<file path="config.mk">
export PLATFORM = sky130hd
export DESIGN_NAME = sd_sampler_n
export DESIGN_NICKNAME = d
export VERILOG_FILES = /design/src/rtl/sd_sampler_n.sv
export SDC_FILE = /design/constraint.sdc
export NUM_CORES = 1
export LEC_CHECK = 0
export ABC_AREA = 1
export CORE_MARGIN = 2
export CORE_UTILIZATION = 45
export DETAILED_ROUTE_END_ITERATION = 6
export MAX_ROUTING_LAYER = met4
export PLACE_DENSITY = 0.71
export SYNTH_ARGS = -nofsm -noshare
export SYNTH_HDL_FRONTEND = slang
export SYNTH_SLANG_ARGS = --single-unit
</file>
<file path="constraint.sdc">
create_clock -name SIM_CLK -period 1.3 [get_ports SIM_CLK]
set_input_delay 0.195 -clock SIM_CLK [delete_from_list [all_inputs] [get_ports SIM_CLK]]
set_output_delay 0.195 -clock SIM_CLK [all_outputs]
set_load 0.01 [all_outputs]
</file>
<file path="src/rtl/sd_sampler_n.sv">
// ----------------------------------------------------------------------------
// sd_sampler_n
//   N-channel discrete-signal sampler. Each channel takes a gated sample of
//   its raw discrete on the sample strobe, requires FILT consecutive agreeing
//   samples before updating its confirmed state, and holds that state between
//   gated samples. Channels run in level mode or sticky-set mode. The confirmed
//   word can be snapshotted and shifted out serially, channel 0 first.
//
// Ports
//   SIM_CLK   in   system clock, rising edge
//   SIM_RST   in   asynchronous active-high reset
//   SAMP      in   sample strobe (one-cycle pulse)
//   DIN       in   [NCH] raw discrete inputs
//   GATE      in   [NCH] per-channel sample enable
//   STICKY    in   [NCH] per-channel mode, 0 = level, 1 = sticky-set
//   CLR       in   synchronous clear of all channel state
//   RD_REQ    in   start serial readout (one-cycle pulse)
//   DCS       out  [NCH] confirmed channel states
//   DCSN      out  [NCH] registered complement of DCS
//   SD_OUT    out  serial readout data
//   SD_VALID  out  high while SD_OUT carries a bit
//   RD_BUSY   out  readout in progress
// ----------------------------------------------------------------------------
module sd_sampler_n #(
   parameter int NCH  = 4,
   parameter int FILT = 3
) (
   input  logic           SIM_CLK,
   input  logic           SIM_RST,
   input  logic           SAMP,
   input  logic [NCH-1:0] DIN,
   input  logic [NCH-1:0] GATE,
   input  logic [NCH-1:0] STICKY,
   input  logic           CLR,
   input  logic           RD_REQ,
   output logic [NCH-1:0] DCS,
   output logic [NCH-1:0] DCSN,
   output logic           SD_OUT,
   output logic           SD_VALID,
   output logic           RD_BUSY
);

   localparam int              KW     = (NCH > 1) ? $clog2(NCH) : 1;
   localparam logic [2:0]      FILT_C = 3'(FILT);
   localparam logic [KW-1:0]   K_LAST = KW'(NCH - 1);

   typedef enum logic [0:0] {
      ST_IDLE  = 1'b0,
      ST_SHIFT = 1'b1
   } rd_state_e;

   logic [NCH-1:0]      cand_q, cand_d;
   logic [NCH-1:0][2:0] cnt_q,  cnt_d;
   logic [NCH-1:0]      dcs_q,  dcs_d;
   logic [NCH-1:0]      dcsn_q, dcsn_d;
   logic [NCH-1:0]      snap_q, snap_d;
   logic [KW-1:0]       k_q,    k_d;
   logic [KW-1:0]       k_inc_s;
   rd_state_e           state_q, state_d;
   logic                sd_out_q,   sd_out_d;
   logic                sd_valid_q, sd_valid_d;
   logic                rd_busy_q,  rd_busy_d;

   assign k_inc_s = k_q + KW'(1'b1);

   // Per-channel filter: candidate/count update and confirmation into DCS.
   always_comb begin
      cand_d = cand_q;
      cnt_d  = cnt_q;
      dcs_d  = dcs_q;
      for (int i = 0; i < NCH; i++) begin
         if (CLR) begin
            cand_d[i] = 1'b0;
            cnt_d[i]  = 3'd0;
            dcs_d[i]  = 1'b0;
         end else if (SAMP && GATE[i]) begin
            if (DIN[i] == cand_q[i]) begin
               if (cnt_q[i] >= FILT_C) begin
                  cnt_d[i] = FILT_C;
               end else begin
                  cnt_d[i] = cnt_q[i] + 3'd1;
               end
            end else begin
               cand_d[i] = DIN[i];
               cnt_d[i]  = 3'd1;
            end
            // Confirmation is judged on the updated count, so it lands on the
            // same edge that registers the confirming sample.
            if (cnt_d[i] == FILT_C) begin
               if (STICKY[i]) begin
                  if (cand_d[i]) begin
                     dcs_d[i] = 1'b1;
                  end else begin
                     dcs_d[i] = dcs_q[i];
                  end
               end else begin
                  dcs_d[i] = cand_d[i];
               end
            end else begin
               dcs_d[i] = dcs_q[i];
            end
         end else begin
            cand_d[i] = cand_q[i];
            cnt_d[i]  = cnt_q[i];
            dcs_d[i]  = dcs_q[i];
         end
      end
      dcsn_d = ~dcs_d;
   end

   // Readout FSM: next state and next registered serial outputs.
   always_comb begin
      state_d    = state_q;
      k_d        = k_q;
      snap_d     = snap_q;
      sd_out_d   = 1'b0;
      sd_valid_d = 1'b0;
      rd_busy_d  = 1'b0;
      case (state_q)
         ST_IDLE: begin
            if (RD_REQ) begin
               // Snapshot the word as registered before this edge's updates.
               state_d    = ST_SHIFT;
               k_d        = '0;
               snap_d     = dcs_q;
               sd_out_d   = dcs_q[0];
               sd_valid_d = 1'b1;
               rd_busy_d  = 1'b1;
            end else begin
               state_d = ST_IDLE;
            end
         end
         ST_SHIFT: begin
            if (k_q == K_LAST) begin
               state_d = ST_IDLE;
            end else begin
               k_d        = k_inc_s;
               sd_out_d   = snap_q[k_inc_s];
               sd_valid_d = 1'b1;
               rd_busy_d  = 1'b1;
            end
         end
         default: begin
            state_d = ST_IDLE;
         end
      endcase
   end

   // State registers with asynchronous reset.
   always_ff @(posedge SIM_CLK or posedge SIM_RST) begin
      if (SIM_RST) begin
         cand_q     <= '0;
         cnt_q      <= '0;
         dcs_q      <= '0;
         dcsn_q     <= '1;
         snap_q     <= '0;
         k_q        <= '0;
         state_q    <= ST_IDLE;
         sd_out_q   <= 1'b0;
         sd_valid_q <= 1'b0;
         rd_busy_q  <= 1'b0;
      end else begin
         cand_q     <= cand_d;
         cnt_q      <= cnt_d;
         dcs_q      <= dcs_d;
         dcsn_q     <= dcsn_d;
         snap_q     <= snap_d;
         k_q        <= k_d;
         state_q    <= state_d;
         sd_out_q   <= sd_out_d;
         sd_valid_q <= sd_valid_d;
         rd_busy_q  <= rd_busy_d;
      end
   end

   assign DCS      = dcs_q;
   assign DCSN     = dcsn_q;
   assign SD_OUT   = sd_out_q;
   assign SD_VALID = sd_valid_q;
   assign RD_BUSY  = rd_busy_q;

endmodule

</file>
# After elaboration in Yosys (flattened, before gate mapping)
# Cells that the tools add are included.
word_totals:
  regBits: 32
  out_inout_bits: 11
  elab_cells: 122
op_classes:
  n_addsub: 5
  order_cmp: 5
  eq_ne: 11
  mux: 75
  n_bitwise: 2
  n_reduce_logical: 10
ops:
  columns: ["cell", "count"]
  rows:
  - ["3-bit two-way mux", 24]
  - ["1-bit two-way mux", 45]
  - ["3-bit by 1-bit adder with 3-bit output, second input constant", 4]
  - ["3-bit by 2-bit == test with 1-bit output, second input constant", 4]
  - ["3-bit by 2-bit >= comparator with 1-bit output, second input constant", 4]
  - ["2-bit nonzero test", 4]
  - ["1-bit == test", 4]
  - ["1-bit logical AND", 4]
  - ["2-bit two-way mux", 2]
  - ["2-bit != test, second input constant", 2]
  - ["4-bit NOT", 1]
  - ["1-bit one-hot mux with 2 select lines", 2]
  - ["2-bit one-hot mux with 2 select lines", 1]
  - ["2-bit AND reduction", 2]
  - ["2-bit by 3-bit < comparator with 1-bit output, second input constant", 1]
  - ["2-bit by 1-bit adder with 2-bit output, second input constant", 1]
  - ["1-bit binary-select mux with 2-bit select", 1]
  - ["2-bit == test, second input constant", 1]
  - ["1-bit NOT", 1]

# Logic depth before layout (Yosys ltp)
logic_depth:
  ltp_word: 10
  ltp_mapped: 10
  mapped_depth_nobuf: 10

# Least setup slack after synthesis
# No wires, ideal clock.
synth_timing:
  kind: "register to register"
  start: "register cnt_q[0] (netlist bit)"
  end: "register dcs_q[0], in the netlist DCS[0]"
  setup_ps: 116
  t_arrival_ps: 1294
  t_required_ps: 1184
  slack_ps: -110
  stages_incl_launch_ff: 8
  path_buffers: 0
  period_less_slack_ps: 1410
  cell_sequence: "dfrtp_1 ha_1 ha_1 nor2_1 o21ai_0 nand3_1 nand2_1 nand2_1"
synth_between:
  elab_chain_len: 9
  word_cells_on_any_way: 10
  classes_between: "add/sub (1); order compare (1); eq/ne (1); mux (7)"
synth_lines:
  columns: ["item", "line_no", "text"]
  rows:
  - ["start: declaration", "53", "logic [NCH-1:0][2:0] cnt_q, cnt_d;"]
  - ["start signal: assignment", "164", "cnt_q <= cnt_d;"]
  - ["3-bit by 1-bit adder with 3-bit output / 3-bit by 2-bit >= comparator with 1-bit output (equally long branches)", "81, 78", null]
  - ["3-bit two-way mux (*)", "78", "if (cnt_q[i] >= FILT_C) begin"]
  - ["3-bit two-way mux (*)", "77", "if (DIN[i] == cand_q[i]) begin"]
  - ["3-bit two-way mux (*)", "76", "end else if (SAMP && GATE[i]) begin"]
  - ["3-bit two-way mux (*)", "72", "if (CLR) begin"]
  - ["3-bit by 2-bit == test with 1-bit output (*)", "89", "if (cnt_d[i] == FILT_C) begin"]
  - ["1-bit two-way mux (*)", "89", null]
  - ["1-bit two-way mux (*)", "76", null]
  - ["1-bit two-way mux (*)", "72", null]
  - ["named net dcs_d[0]", "54", "logic [NCH-1:0] dcs_q, dcs_d;"]
  - ["end signal: assignment", "165", "dcs_q <= dcs_d;"]
  - ["end: declaration", "54", null]
# Mark *: on every way through the listed nets, which the timed path passes. The rest lies on a longest branch. The select of a mux whose other input is x is not followed.
# A chain may end at the register's enable or synchronous reset.

# Final worst setup path
layout_timing:
  start: "register cnt_q[1] (netlist bit)"
  end: "register dcs_q[0], in the netlist DCS[0]"
# Same word-level chain as after synthesis.

==> flow_metrics.tcl <==
set metrics [dict create \
    num_vias 1700 \
    synthTopCellsByCount "46 x nand2_1, 41 x inv_1, 28 x dfrtp_1, 25 x o21ai_0, 23 x nor2_1" \
    synth_warnings 0 \
    cts_num_sinks 32 \
    r2r_start "cnt_q[1]" \
    reg2regPathDepth 8 \
    drtIter0Drc 81 \
    drive_gt1_frac 0.420 \
    finClkSkew_ns 0.00493 \
    rows 23 \
    dp.cells 334 \
    grt_pass1_vias 1624 \
    synthSimpleGateAreaFrac 0.229 \
    gp_congestion 0.808 \
    critical_path.max_fanout 2 \
    finalSetupViolCount 10 \
    outcome "finished, violations left" \
    critical_path_class "reg2reg" \
    r2r_end "DCS[0]" \
    cap_violations 0 \
    pre_cts_slack_ns -0.361 \
    grt_antenna_before_repair 0 \
    die_y_um 67.8 \
    violations "negative setup slack" \
    clockBufferDepth 2 \
    timing.hold.ws_ns 0.249 \
    pwr-share-clk 0.290 \
    first_pass_iters 4 \
    viasPerCell 4.96 \
    switching_share 0.322 \
    dieArea_mm2 0.00459 \
    synth_top_family_by_area "simple AND/OR/NAND/NOR gates" \
    io_buffer_count 27 \
    area_growth_pct 53.8 \
    syn_area_per_cell_um2 7.99 \
    core_area_mm2 0.00394 \
    yosysUniqueCellTypes 18 \
    intPower_w 0.00189 \
    fillers 302 \
    synth_edf_count 0 \
    diodes 0 \
    r2r_slack_ns -0.13 \
    clk_latency_ns 0.29 \
    route.detailed.drc 0 \
    setup-tns-final_ns -0.701 \
    fin_nets 326 \
    ys_ff_latch 32 \
    syn-instance-count 229 \
    fin_util 0.714 \
    hold_viol 0 \
    startpoint "cnt_q[1]" \
    cts_max_level 2 \
    cts.clk_slew.worst_paths_ns 0.07 \
    synth-xor-area-share 0 \
    worst_slack_ns -0.131 \
    rsz0062_at_grt "yes" \
    cellLeakagePower_nw 1.35 \
    synthMuxAreaShare 0 \
    syn_area_mm2 0.00183 \
    period_needed_ns 1.43 \
    synthMostInstantiatedCell "nand2_1" \
    place_hpwl_um 3040 \
    yosysTopAreaCell "dfrtp_1" \
    maxSlewViolCount 0 \
    grt_usage 0.212 \
    slew_headroom 0.799 \
    comb_power_share 0.293 \
    p_seq_frac 0.417 \
    powerDensity_mw_per_mm2 991 \
    tritoncts "built" \
    pin_count 28 \
    crit_path_end "DCS[0]" \
    synth_adder_area_share 0.116 \
    die_w_um 67.8 \
    postSynth.asyncResetShare 1.00 \
    grt_max_degree 33 \
    ys_seq_area_frac 0.440 \
    peakVddDrop_v 0.000584 \
    tightest_slew_ns 0.301 \
    syn_nets 263 \
    ant_nets 0 \
    grt_overflow_total 0 \
    synth_top_area_frac 0.383 \
    netlist_top_cells_area "dfrtp_1 38%, ha_1 12%, nand2_1 9.4%" \
    wire_per_inst_um 13.0 \
    root_buffer "clkbuf_8" \
    cp.required_ns 1.53 \
    instances_no_fill 343 \
    fin_crit_sh 1.10 \
    worst_setup_path_end_kind "register" \
    routed_wl_um 4450 \
    crit_arrival_ns 1.66 \
    hp-class "in2async" \
    power_switching_w 0.000896 \
    max_freq_mhz 699 \
    grt_first_pass_wirelength_um 6910 \
    cts_made_buffers 5 \
    start_kind "register" \
    start_util 0.464 \
    synth_compound_area_frac 0.116 \
    synth-main-ff-cell "dfrtp_1" \
]
power groups by stage:
stage	sequential [W]	combinational, W	clock, W
4_1_cts	0.00116	0.000757	0.000812
6_report	0.00116	0.000817	0.000807
5_1_grt	0.00118	0.000919	0.000860
2_1_floorplan	0.00119	0.000437	0
3_5_place_dp	0.00118	0.000745	0
3_3_place_gp	0.00118	0.000726	0
area by class of cell:
| cell class | count | area, um2 | area share |
|---|---|---|---|
| Multi-Input combinational cell | 152 | 1160 | 0.412 |
| Sequential cell | 32 | 806 | 0.286 |
| Timing Repair Buffer | 59 | 533 | 0.189 |
| Inverter | 42 | 160 | 0.0569 |
| Clock buffer | 6 | 82.6 | 0.0293 |
| Tap cell | 50 | 62.6 | 0.0222 |
| Clock inverter | 2 | 10.0 | 0.00356 |
repair_timing:
action | in CTS | in global routing
endpoints found under the setup margin | 26 | 20
gates resized for setup | 42 | 39
pin swaps | 19 | 15
setup buffers | 1 | 2
hold buffers | 0 | 0
worst min-delay path by stage:
stage                 to  slack [ns]
3_5_place_dp   snap_q[3]        0.47
4_1_cts        cand_q[0]        0.26
2_1_floorplan     DCS[0]        0.31
3_3_place_gp   snap_q[3]        0.46
5_1_grt           k_q[0]        0.29
6_report          k_q[0]        0.25
placed cells by master, fill, tap and decap left out, types with 5 or more instances in the layout:
cell             instances
inv_1                   32
nand2_1                 31
dfrtp_1                 28
buf_4                   25
nand2_2                 19
clkdlybuf4s50_1         16
o21ai_0                 15
nand3_1                 15
nor2_4                  11
nor2_1                  10
dlygate4sd2_1           10
inv_2                    9
ha_4                     8
o21ai_2                  7
nor2_2                   6
nand3_2                  6
clkbuf_8                 6
buf_6                    6
ha_1                     5
state kept, by name, indices dropped and copies added, names as in the netlist:
register	flops
cnt_q	12
DCSN	4
DCS	4
cand_q	4
snap_q	4
k_q	2
RD_BUSY	1
SD_OUT	1
worst max-delay path, cell delays in order (launching register included):
cell	delay [ns]
dfrtp_1	0.39
ha_2	0.19
ha_4	0.27
nor2_4	0.04
o21ai_4	0.19
nand2_2	0.09
nor2_2	0.10
inv_1	0.05
nand2_1	0.05
cells by family (layout without fill, tap and decap cells):
group | count (synthesis) | count (layout)
compound gates | 37 | 37
fa+ha+maj | 17 | 17
buf+inv | 45 | 109
flops | 32 | 32
simple gates | 98 | 98
stage by stage:
stage	cell area (um2)	power, W
detailed placement	2490	0.00193
global route	2810	0.00296
finish	2810	0.00279
CTS	2670	0.00273
floorplan	1930	0.00163
global placement	2490	0.00191
routing by layer:
layer  routed length, um  up-vias  part of all wire  track usage
met1                1920      804              0.43        0.238
met4                  62        0             0.014       0.0612
li1                    -      858                 -            -
met3                 164        9             0.037       0.0550
met5                   0        -                 0            -
met2                2300       29              0.52        0.370
Power figures use the tool's default switching activity.
==> variant 1, RTL diff (same settings) <==
The parameter `NCH` goes from 4 to 8.
--- a/src/rtl/sd_sampler_n.sv
+++ b/src/rtl/sd_sampler_n.sv
@@ -22,7 +22,7 @@
 //   RD_BUSY   out  readout in progress
 // ----------------------------------------------------------------------------
 module sd_sampler_n #(
-   parameter int NCH  = 4,
+   parameter int NCH  = 8,
    parameter int FILT = 3
 ) (
    input  logic           SIM_CLK,
Ports: changed (5 resized); port bits go from 28 to 48. No check against the original RTL was run, so the function may have changed too.
==> variant 1 against the original RTL <==
Largest cell class unchanged; sequential cell count up 29; wire length up 92%; clock skew about the same; synthesized cell count up 83%; clock power up 120%; setup slack worse by 0.085 ns; maximum frequency down 5.6%; area after synthesis up 97%; total power up 95%; highest routed layer unchanged; critical path type unchanged; final area up 86%; the flow still finishes with violations (setup timing); first-iteration DRC count up 17%.
==> variant 1: results (changes against the original RTL) <==
Net Sw Power: 1.65 mW (+84%)
failing checks: setup timing
clk pwr: 1.78 mW (+120%)
clock buffers: 13 (+7)
HPWL after DPL: 6100 um (+100%)
DR vias/cell: 4.94 (-0.38%)
FILL cells: 583 (+93%)
critical path startpoint: cnt_q[10]
CTS Buf Count: 9 (+4)
Final Skew: 0.00522 ns (+0.000289 ns)
non-clk buf share: 18.5% (-0.41 points)
worst skew pair latency: 0.34 ns (+0.05 ns)
Max-slew headroom: 82.1% (+2.1 points)
vias in the first global route: 3292 (+100%)
final wirelength: 8530 um (+92%)
max FFs per register: 24 (+12)
P_seq: 2.13 mW (+84%)
Arrival @ worst endpoint: 1.74 ns (+0.08 ns)
sequential area share after synthesis: 42.7% (-1.4 points)
count of multi-input gates: 275 (+81%)
Non-Clock Inverter Count: 75 (+79%)
clk tree area frac: 4.03% (+0.74 points)
R2R cell count: 7 (-1)
DRT iter0 DRCs: 95 (+17%)
pin count of the biggest net entering global routing: 26 (-21%)
top cells by area, synth: dfrtp_1 (37%), ha_1 (11%), inv_1 (7.4%)
GP Congestion: 0.911 (+13%)
run status: finished with violations
syn nets: 480 (+83%)
Nets: 595 (+83%)
Final WS setup: -0.216 ns (-0.0845 ns)
I/O Buffers: 47 (+74%)
Setup Viol. Count Final: 24 (+14)
Non-clock buffers: 112 (+90%)
worst slack, placed: -0.272 ns (+0.0885 ns)
variant 1: cells by family (layout without fill, tap and decap cells):
logic type,Yosys count,count (layout),synth area share (%)
simple gates,166,166,24.0
fa+ha+maj,32,32,11.1
buf+inv,83,203,9.84
flops,61,61,42.7
compound gates,75,75,11.8
mux,2,2,0.556
variant 1: metrics by stage:
| step | instances | area (um2) | setup TNS, ns | total power [mW] | hold WS, ns |
|---|---|---|---|---|---|
| after floorplan | 419 | 3680 | -0.903 | 2.90 | 0.304 |
| after global placement | 617 | 4670 | -6.01 | 3.36 | 0.468 |
| after detailed placement | 617 | 4670 | -7.17 | 3.40 | 0.478 |
| after CTS | 639 | 5060 | -2.40 | 5.22 | 0.135 |
| after global routing | 641 | 5250 | -4.71 | 5.72 | 0.173 |
| final | 641 | 5250 | -2.77 | 5.45 | 0.139 |
variant 1: routing by layer:
| metal | global-route usage (%) | wire length [um] | part of all wire, % |
|---|---|---|---|
| met3 | 2.74 | 278 | 3.3 |
| met1 | 24.2 | 3620 | 42 |
| met4 | 8.33 | 143 | 1.7 |
| met5 | - | 0 | 0 |
| met2 | 38.8 | 4490 | 53 |
variant 1: how the worst max path moves through the flow:
stage	depth (start not counted)	endpoint
global placement	6	DCS[2]
detailed placement	5	DCSN[1]
CTS	10	DCSN[6]
floorplan	8	DCS[7]
global route	7	DCS[5]
finish	7	DCS[3]
variant 1: worst max-delay path, stage by stage, from the launching register on:
cell	delay, ns
dfrtp_1	0.40
ha_2	0.21
ha_4	0.26
inv_2	0.03
o211ai_1	0.20
nand3_1	0.15
nand2_1	0.09
o21ai_1	0.06
variant 1: timing repair:
item,CTS,global route
buffers inserted,6,4
hold endpoints to repair,0,0
pin swaps,32,30
gates resized for setup,70,62
endpoints found under the setup margin,50,43
==> variant 2, RTL diff (config.mk and constraints unchanged) <==
Made on the original files. Make the reset (`SIM_RST`) synchronous in one clocked block. Comments in the files are not updated.
--- a/src/rtl/sd_sampler_n.sv
+++ b/src/rtl/sd_sampler_n.sv
@@ -147,7 +147,7 @@
    end
 
    // State registers with asynchronous reset.
-   always_ff @(posedge SIM_CLK or posedge SIM_RST) begin
+   always_ff @(posedge SIM_CLK) begin
       if (SIM_RST) begin
          cand_q     <= '0;
          cnt_q      <= '0;
Check against the original RTL: differs if SIM_RST is asserted again (counterexample within 4 cycles, from zero or initial values and one cycle with SIM_RST high); with SIM_RST held inactive, the same outputs for 10 cycles.
==> variant 2 against the original RTL <==
The run still ends with setup timing left; non-clock buffer count increased by 4; count of clock-buffer cells in the layout unchanged; largest cell class unchanged; final area decreased by 10%; setup slack improved by 0.10 ns; die area decreased by 9.3%; area after synthesis decreased by 9.8%; sequential cell count unchanged; wire length decreased by 10%.
Power is not compared: it rests on default switching activity, and its combinational part moved more than twofold at a synthesized area within 25%.
==> variant 2: results (changes against the original RTL) <==
run status: finished with violations
failing checks: setup timing
ys flop type: dfxtp_1
Reg clk slew, reported paths: 0.10 ns (+0.03 ns)
DR vias/cell: 4.89 (-1.3%)
Slew @ Worst Pin: 0.268 ns (-0.0322 ns)
syn nets: 255 (-3.0%)
Top reg by flops: cnt_q
Longest Clk Path Bufs: 2 (unchanged)
max FFs per register: 12 (unchanged)
via count: 1638 (-3.6%)
H-Tree Depth: 2 (unchanged)
DRT iter0 DRCs: 69 (-15%)
drt first pass iters: 5 (+1)
pin count of the biggest net entering global routing: 10 (-70%)
top cells by area, synth: dfxtp_1 (39%), ha_1 (13%), nand2_1 (8.6%)
Slowest Stage Delay on Critical Path: 0.35 ns (-0.04 ns)
Arrival @ worst endpoint: 1.55 ns (-0.11 ns)
Final Skew: 0.0108 ns (+0.00592 ns)
setup TNS: -0.0800 ns (+0.621 ns)
sequential area share after synthesis: 38.8% (-5.2 points)
CTS Buf Count: 5 (unchanged)
Static Leak: 1.15 nW
Cell variety after synth: 25 (+7)
I/O Buffers: 27 (unchanged)
Avg WL per Cell: 11.9 um (-8.2%)
antenna cells: 0 (unchanged)
Final WS setup: -0.0271 ns (+0.104 ns)
Nets: 323 (-0.92%)
Warnings, synthesis: 0 (unchanged)
Cell Int Power: 1.40 mW
Hold Path Class: reg -> reg
crit-path max FO: 2 (unchanged)
Slowest-stage cell, CP: dfxtp_2
worst skew pair latency: 0.34 ns (+0.05 ns)
FILL cells: 281 (-7.0%)
layout cell share with drive strength beyond 1: 38.4% (-3.6 points)
initial antenna violation count: 0 (unchanged)
HPWL after DPL: 2850 um (-6.3%)
Async SR Flop Fraction: 0% (-100 points)
Setup Viol. Count Final: 4 (-6)
top cells by count, synth: nand2_1 (38), inv_1 (35), dfxtp_1 (32), a21oi_1 (24), nor2_1 (22)
Mean Syn Cell Area: 7.46 um2 (-6.6%)
Max rail drop VDD: 0.000603 V
GRT Total Usage: 21.1% (-0.15 points)
placed cell area: 2230 um2 (-11%)
root buf cell: clkbuf_4
first-pass GRT wire length: 6600 um (-4.6%)
GP Congestion: 0.866 (+7.2%)
-- variant 2: cell types whose count changed after synthesis, sizes merged, moves of 6 or more --
| cell | change |
|---|---|
| a21oi | +20 |
| dfrtp | -28 |
| dfxtp | +32 |
| inv | -6 |
| nand2 | -9 |
| nand3 | -11 |
| o21ai | -7 |
-- variant 2: repair_timing --
action                     CTS  global route
pin swaps                   21            14
hold buffers                 0             0
setup buffers                1             4
gates resized for setup     54            21
setup endpoints to repair   22            14
-- variant 2: worst max-delay path: cells and delay by family, from the launching register on --
kind            cells  cell delay [ns]
flops               1             0.35
buf+inv             1             0.02
fa+ha+maj           2             0.41
simple gates        3             0.30
compound gates      1             0.13
-- variant 2: cell families (layout without fill, tap and decap cells) --
group           after synthesis  in the layout  synth area share [%]
flops                        32             32                  38.8
simple gates                 81             81                  22.0
compound gates               51             51                  16.6
buf+inv                      40            108                  9.64
fa+ha+maj                    17             17                  12.9
-- variant 2: per-stage QoR --
step,hold slack [ns],setup WS (ns)
after global placement,0.438,-0.296
after floorplan,0.264,-0.00312
after detailed placement,0.450,-0.328
final,0.458,-0.0271
after global routing,0.491,-0.101
after CTS,0.463,-0.0590
-- variant 2: final timing paths --
kind	start	endpoint	slack, ns	cells past startpoint
setup / recovery	cnt_q[1]	DCSN[0]	-0.03	7
hold reg to reg	snap_q[1]	snap_q[1]	0.46	2
hold / removal	snap_q[1]	snap_q[1]	0.46	2
setup reg to reg	cnt_q[1]	DCSN[0]	-0.03	7
-- variant 2: per-layer routing --
metal / GRT usage [%] / part of all wire [%] / routed length (um) / up-vias
li1: - / - / - / 852
met4: 8.78 / 1.4 / 55 / 0
met1: 22.8 / 41 / 1630 / 757
met5: - / 0 / 0 / -
met2: 36.2 / 55 / 2180 / 23
met3: 6.08 / 3.0 / 120 / 6
-- variant 2: layout make-up --
| class | count | area [um2] | area share (%) |
|---|---|---|---|
| multi-input combinational | 149 | 1090 | 43.0 |
| sequential | 32 | 661 | 26.1 |
| timing repair buffer | 63 | 534 | 21.1 |
| inverter | 38 | 144 | 5.68 |
| tap | 46 | 57.6 | 2.27 |
| clock buffer | 6 | 41.3 | 1.63 |
| clock inverter | 1 | 5.00 | 0.198 |
-- variant 2: power by group through the flow --
| stage | sequential (mW) | clock (mW) | combinational, mW |
|---|---|---|---|
| after floorplan | 1.05 | 0 | 0.163 |
| after global placement | 1.05 | 0 | 0.324 |
| after detailed placement | 1.05 | 0 | 0.331 |
| after CTS | 1.04 | 0.545 | 0.353 |
| after global routing | 1.04 | 0.605 | 0.426 |
| final | 1.04 | 0.538 | 0.384 |
